$ cat src/rtl/instr_pkg.sv
// Shared definitions for the instruction pairing front end: prefix opcode,
// queue entry layout and small decode helpers.
package instr_pkg;

  localparam logic [5:0] PRIMARY_OPCODE_PREFIX = 6'b100000;

  // Queue entries carry a full 64-bit address; narrower address ports zero-extend.
  localparam int ENTRY_AW = 64;

  typedef struct packed {
    logic [63:0]         instr;
    logic [ENTRY_AW-1:0] addr;
    logic                prefixed;
    logic                align_err;
  } instr_entry_t;

  function automatic logic is_prefix(input logic [31:0] word);
    return (word[5:0] == PRIMARY_OPCODE_PREFIX);
  endfunction

  // A prefix in the last word slot of a 64-byte block cannot take its suffix.
  function automatic logic at_block_end(input logic [3:0] word_idx);
    return (word_idx == 4'hF);
  endfunction

endpackage

$ cat src/rtl/instr_pair_buffer_sync_fifo.sv
// Synchronous FIFO with flush; head data reads as zero while empty.
module sync_fifo #(
  parameter int WIDTH = 8,
  parameter int DEPTH = 4
) (
  input  logic                     clk,
  input  logic                     rst,
  input  logic                     flush,
  input  logic                     push,
  input  logic [WIDTH-1:0]         din,
  input  logic                     pop,
  output logic [WIDTH-1:0]         dout,
  output logic                     valid,
  output logic [$clog2(DEPTH):0]   count
);

  localparam int PW = $clog2(DEPTH);
  localparam int CW = PW + 1;

  logic [WIDTH-1:0] mem [DEPTH];
  logic [PW-1:0]    wr_ptr;
  logic [PW-1:0]    rd_ptr;
  logic             do_push;
  logic             do_pop;

  assign do_pop  = pop && (count != CW'(0));
  assign do_push = push && ((count != CW'(DEPTH)) || do_pop);
  assign valid   = (count != CW'(0));
  assign dout    = valid ? mem[rd_ptr] : WIDTH'(0);

  // Storage array: written only on an accepted push.
  always_ff @(posedge clk) begin
    if (do_push && !rst && !flush) begin
      mem[wr_ptr] <= din;
    end
  end

  // Pointers and occupancy; reset and flush both empty the queue.
  always_ff @(posedge clk) begin
    if (rst || flush) begin
      wr_ptr <= PW'(0);
      rd_ptr <= PW'(0);
      count  <= CW'(0);
    end else begin
      if (do_push) wr_ptr <= wr_ptr + PW'(1);
      if (do_pop)  rd_ptr <= rd_ptr + PW'(1);
      case ({do_push, do_pop})
        2'b10:   count <= count + CW'(1);
        2'b01:   count <= count - CW'(1);
        default: count <= count;
      endcase
    end
  end

endmodule

$ cat src/rtl/instr_pair_buffer.sv
// Pairs prefix words with their suffix and queues complete instructions
// (plain, prefixed, or boundary-faulted prefix) for the identification stage.
module instr_pair_buffer #(
  parameter int DEPTH = 4,
  parameter int AW    = 64
) (
  input  logic          i_clk,
  input  logic          i_rst,
  input  logic          i_en,
  input  logic          i_flush,
  input  logic          i_valid,
  output logic          o_ready,
  input  logic [31:0]   i_word,
  input  logic [AW-1:0] i_addr,
  output logic          o_valid,
  input  logic          i_ready,
  output logic [63:0]   o_instr,
  output logic [AW-1:0] o_addr,
  output logic          o_prefixed,
  output logic          o_align_err
);

  import instr_pkg::*;

  localparam int CW = $clog2(DEPTH) + 1;

  localparam logic EXPECT_FIRST = 1'b0;
  localparam logic HAVE_PREFIX  = 1'b1;

  logic          state;
  logic          state_next;
  logic [31:0]   held_word;
  logic [AW-1:0] held_addr;
  logic          accept;
  logic          push;
  instr_entry_t  push_entry;
  instr_entry_t  head_entry;
  logic [CW-1:0] count;

  // Acceptance is based on the pre-pop count, so a full queue never accepts.
  assign o_ready = i_en && !i_rst && !i_flush && (count < CW'(DEPTH));
  assign accept  = i_valid && o_ready;

  // Entry formation and pairing state transition.
  always_comb begin
    state_next = state;
    push       = 1'b0;
    push_entry = '0;
    if (accept) begin
      case (state)
        EXPECT_FIRST: begin
          if (!is_prefix(i_word)) begin
            push                = 1'b1;
            push_entry.instr    = {32'h0, i_word};
            push_entry.addr     = ENTRY_AW'(i_addr);
          end else if (at_block_end(i_addr[5:2])) begin
            push                 = 1'b1;
            push_entry.instr     = {32'h0, i_word};
            push_entry.addr      = ENTRY_AW'(i_addr);
            push_entry.prefixed  = 1'b1;
            push_entry.align_err = 1'b1;
          end else begin
            state_next = HAVE_PREFIX;
          end
        end
        HAVE_PREFIX: begin
          // Whatever arrives next is the suffix; its opcode is not examined.
          push                = 1'b1;
          push_entry.instr    = {i_word, held_word};
          push_entry.addr     = ENTRY_AW'(held_addr);
          push_entry.prefixed = 1'b1;
          state_next          = EXPECT_FIRST;
        end
        default: begin
          state_next = EXPECT_FIRST;
        end
      endcase
    end else begin
      state_next = state;
    end
  end

  // Pairing state and held prefix; reset and flush drop any half-formed pair.
  always_ff @(posedge i_clk) begin
    if (i_rst || i_flush) begin
      state     <= EXPECT_FIRST;
      held_word <= 32'h0;
      held_addr <= AW'(0);
    end else begin
      state <= state_next;
      if (accept && (state == EXPECT_FIRST)) begin
        held_word <= i_word;
        held_addr <= i_addr;
      end
    end
  end

  sync_fifo #(
    .WIDTH ($bits(instr_entry_t)),
    .DEPTH (DEPTH)
  ) u_queue (
    .clk   (i_clk),
    .rst   (i_rst),
    .flush (i_flush),
    .push  (push),
    .din   (push_entry),
    .pop   (i_ready),
    .dout  (head_entry),
    .valid (o_valid),
    .count (count)
  );

  assign o_instr     = head_entry.instr;
  assign o_addr      = head_entry.addr[AW-1:0];
  assign o_prefixed  = head_entry.prefixed;
  assign o_align_err = head_entry.align_err;

endmodule

$ cat config.mk
export PLATFORM = sky130hd
export DESIGN_NAME = instr_pair_buffer
export DESIGN_NICKNAME = d
export VERILOG_FILES = /design/src/rtl/instr_pkg.sv /design/src/rtl/instr_pair_buffer_sync_fifo.sv /design/src/rtl/instr_pair_buffer.sv
export SDC_FILE = /design/constraint.sdc
export NUM_CORES = 1
export LEC_CHECK = 0
export ABC_CLOCK_PERIOD_IN_PS = 13900
export CAP_MARGIN = 30
export CORE_UTILIZATION = 55
export DETAILED_ROUTE_END_ITERATION = 8
export PLACE_DENSITY = 0.8
export SKIP_LAST_GASP = 1
export SLEW_MARGIN = 5
export SYNTH_ARGS = -nofsm -noshare
export SYNTH_HDL_FRONTEND = slang
export SYNTH_SLANG_ARGS = --single-unit
$ cat constraint.sdc
create_clock -name i_clk -period 13.9 [get_ports i_clk]
set_input_delay 1.39 -clock i_clk [delete_from_list [all_inputs] [get_ports i_clk]]
set_output_delay 1.39 -clock i_clk [all_outputs]
set_load 0.05 [all_outputs]
==> metrics.txt <==
met3 routed WL 4361 um; Place WS 8.803 ns; Bufs on Longest Clock Path 3; clk_lat worst skew 0.62 ns; Yosys top cell by area edfxtp_1; DR top layer met5; TritonCTS buffer count 58; Ports 234; final worst slack 8.302 ns; DRC 0; maximum VDD drop 0.1050 mV; First-pass DRT Iterations 6; status finished clean; clk sinks 626; via count 14112; met2 routed WL 27310 um; Max Slew Vio Count 0; Post-Route WL 55850 um; Nets 1807; Root Buffer clkbuf_16; CP max FO 37; Vias/cell 6.028; Initial Util 55.91%; crit path kind reg2out; area grow syn2layout 19.57%; Buffers on Ports 233; Reg clk slew, reported paths 0.06 ns; Overflow after GRT 0; relative slew slack 42.72%; startpoint types flop; Die Span Y 214.2 um; measured slew at the worst slew-check pin 0.8592 ns; critical path, cell by cell buf_4, buf_4, mux4_2, and2_1, clkdlybuf4s50_1; number of synthesized flops with an enable pin 520; critical path's top delay family buffers and inverters; Rows 77; WP data required 12.51 ns; Crit path top cell by count buf_4; Cell Area, Synth 0.02478 mm^2; Cell Pwr Density 127.2 mW/mm^2; Hold/Removal Path Class reg2reg; first-pass GRT wire length 84650 um; Resize count post-CTS 0; final instance area 0.02963 mm^2; area share of the leading cell type in the synthesized netlist 63.02%; largest net degree at the start of global routing 92; gr usage total 24.28%; synth unique cells 35; prevailing post-synth register cell edfxtp_1; synth warn 0; Leakage 9.064 nW; DR WL/cell 23.86 um; Setup Viol. Count Final 0; Post-synth ARST share 0%; RSZ-0062 raised after global routing false; Final Hold Fails 0; wl on met1 23130 um; max incr delay on CP 0.74 ns; Period minus WS final 5.598 ns; TritonCTS clock tree built; TNS Setup 0 ns; Crit path buffers/inverters 3; Post-CTS Setup Repair Bufs 0; Hold WS 0.4531 ns; routability cong. 0.7641; Antenna Nets Post-Route 0; Area after DPL 0.02760 mm^2; Fmax 178.6 MHz; critical-path cell with the highest stage delay buf_4; H-Tree Level Count 2; die area 0.04590 mm^2; DRT iter0 DRCs 1449; syn nets 1601; number of max-cap violations 0; DP Wirelength 31870 um; Die Wd 214.2 um; worst endpoint data arrival time 4.21 ns; flops & latches, synth 626; register area share after synthesis 71.59%; fin crit share 40.27%; Post-Syn Instances 1493; CP endpoint kind primary output; share of cells above drive strength 1 15.05%; area of the core 0.04432 mm^2; antenna violations before repair 2; hold_buf cts 0; Final Skew 0.01902 ns; ranking of synthesized cells by area edfxtp_1 (63%), mux4_2 (12%), dfxtp_1 (8.6%); vias in the first global route 14071; Syn Area/Cell 16.59 um^2
-- layer usage --
| metal | up-vias | GRT usage [%] |
|---|---|---|
| met4 | 2 | 6.571 |
| li1 | 6178 | - |
| met2 | 669 | 38.99 |
| met1 | 7196 | 34.57 |
| met3 | 67 | 4.383 |
| met5 | - | 0 |
-- logic make-up (layout without fill, tap and decap cells) --
group	after synthesis	after routing	share of synthesized area (%)
flops	626	626	71.59
mux	137	137	12.10
other cells	0	1	0
xor+xnor	4	4	0.1414
buf+inv	119	374	2.106
compound gates	201	201	5.686
simple gates	400	400	8.045
fa+ha+maj	6	6	0.3333
-- cells in the final DEF, fill, tap and decap left out, drive strengths merged, types with 2 or more instances in the layout --
master / count
o21ai: 6
nand3: 3
mux2i: 7
inv: 8
nor2b: 2
a22o: 26
or3: 2
and3: 34
dfxtp: 106
mux4: 130
and2: 138
edfxtp: 520
clkinv: 25
ha: 5
nand2: 198
bufinv: 8
nor2: 16
or2: 2
clkdlybuf4s50: 233
clkinvlp: 4
a32o: 60
xor2: 3
a21oi: 107
buf: 25
clkbuf: 71
-- worst paths after layout --
check / start / end / slack [ns] / depth (start not counted)
max reg2reg: u_queue.count[2] / u_queue.mem[1][60] / 10.46 / 6
min reg2reg: held_word[3] / held_word[3] / 0.45 / 2
max: flop / o_instr[31] / 8.30 / 5
min: held_word[3] / held_word[3] / 0.45 / 2
-- sequential cells by signal, indices dropped and copies added (netlist names), named ones only --
register	count
u_queue.mem	520
u_queue.rd_ptr	2
state	1
held_word	32
u_queue.wr_ptr	2
u_queue.count	3
held_addr	64
-- power by group --
part           internal, W  switching [W]  total (W)  leakage, nW
logic            0.0000562      0.0000775   0.000134         2.66
clock network     0.000934       0.000675    0.00161        0.956
registers          0.00202     0.00000412    0.00203         5.45
total              0.00301       0.000757    0.00377         9.06
-- worst register-to-register path, cell delays in order (launching register included) --
cell and delay, ns:
dfxtp_1 0.38, nor2b_1 0.36, and2_1 0.19, buf_4 0.38, o21a_1 0.37, and2_4 0.62
buf_4 0.74
-- synthesized netlist by cell type, types with 2 or more instances --
cell	number
a22o_1	26
buf_2	39
nor2b_1	2
and2_1	138
dfxtp_1	106
or3_1	2
inv_1	7
or2_2	2
nor2_1	15
o21ai_0	6
clkbuf_1	58
mux2i_1	7
a21oi_1	107
nand2_1	198
xor2_1	3
ha_1	5
mux4_2	130
a32o_1	60
buf_1	11
buf_6	3
edfxtp_1	520
nand3_1	2
and3_1	34
-- through the flow --
stage	utilization, %	instances	power, W
5_1_grt	66.85	2341	0.003872
4_1_cts	66.67	2337	0.003790
3_3_place_gp	62.17	2226	0.002195
6_report	66.85	2341	0.003769
2_1_floorplan	-	1493	0.002131
3_5_place_dp	62.28	2228	0.002199
-- cell type report --
cell class | instances | area, um^2
Clock inverter | 38 | 417.9
Fill cell | 2902 | 14690
Sequential cell | 626 | 17740
Clock buffer | 71 | 1530
Multi-Input combinational cell | 748 | 6559
Tap cell | 592 | 740.7
Antenna cell | 1 | 2.502
Timing Repair Buffer | 258 | 2605
Inverter | 7 | 26.28
Power figures use the tool's default switching activity.
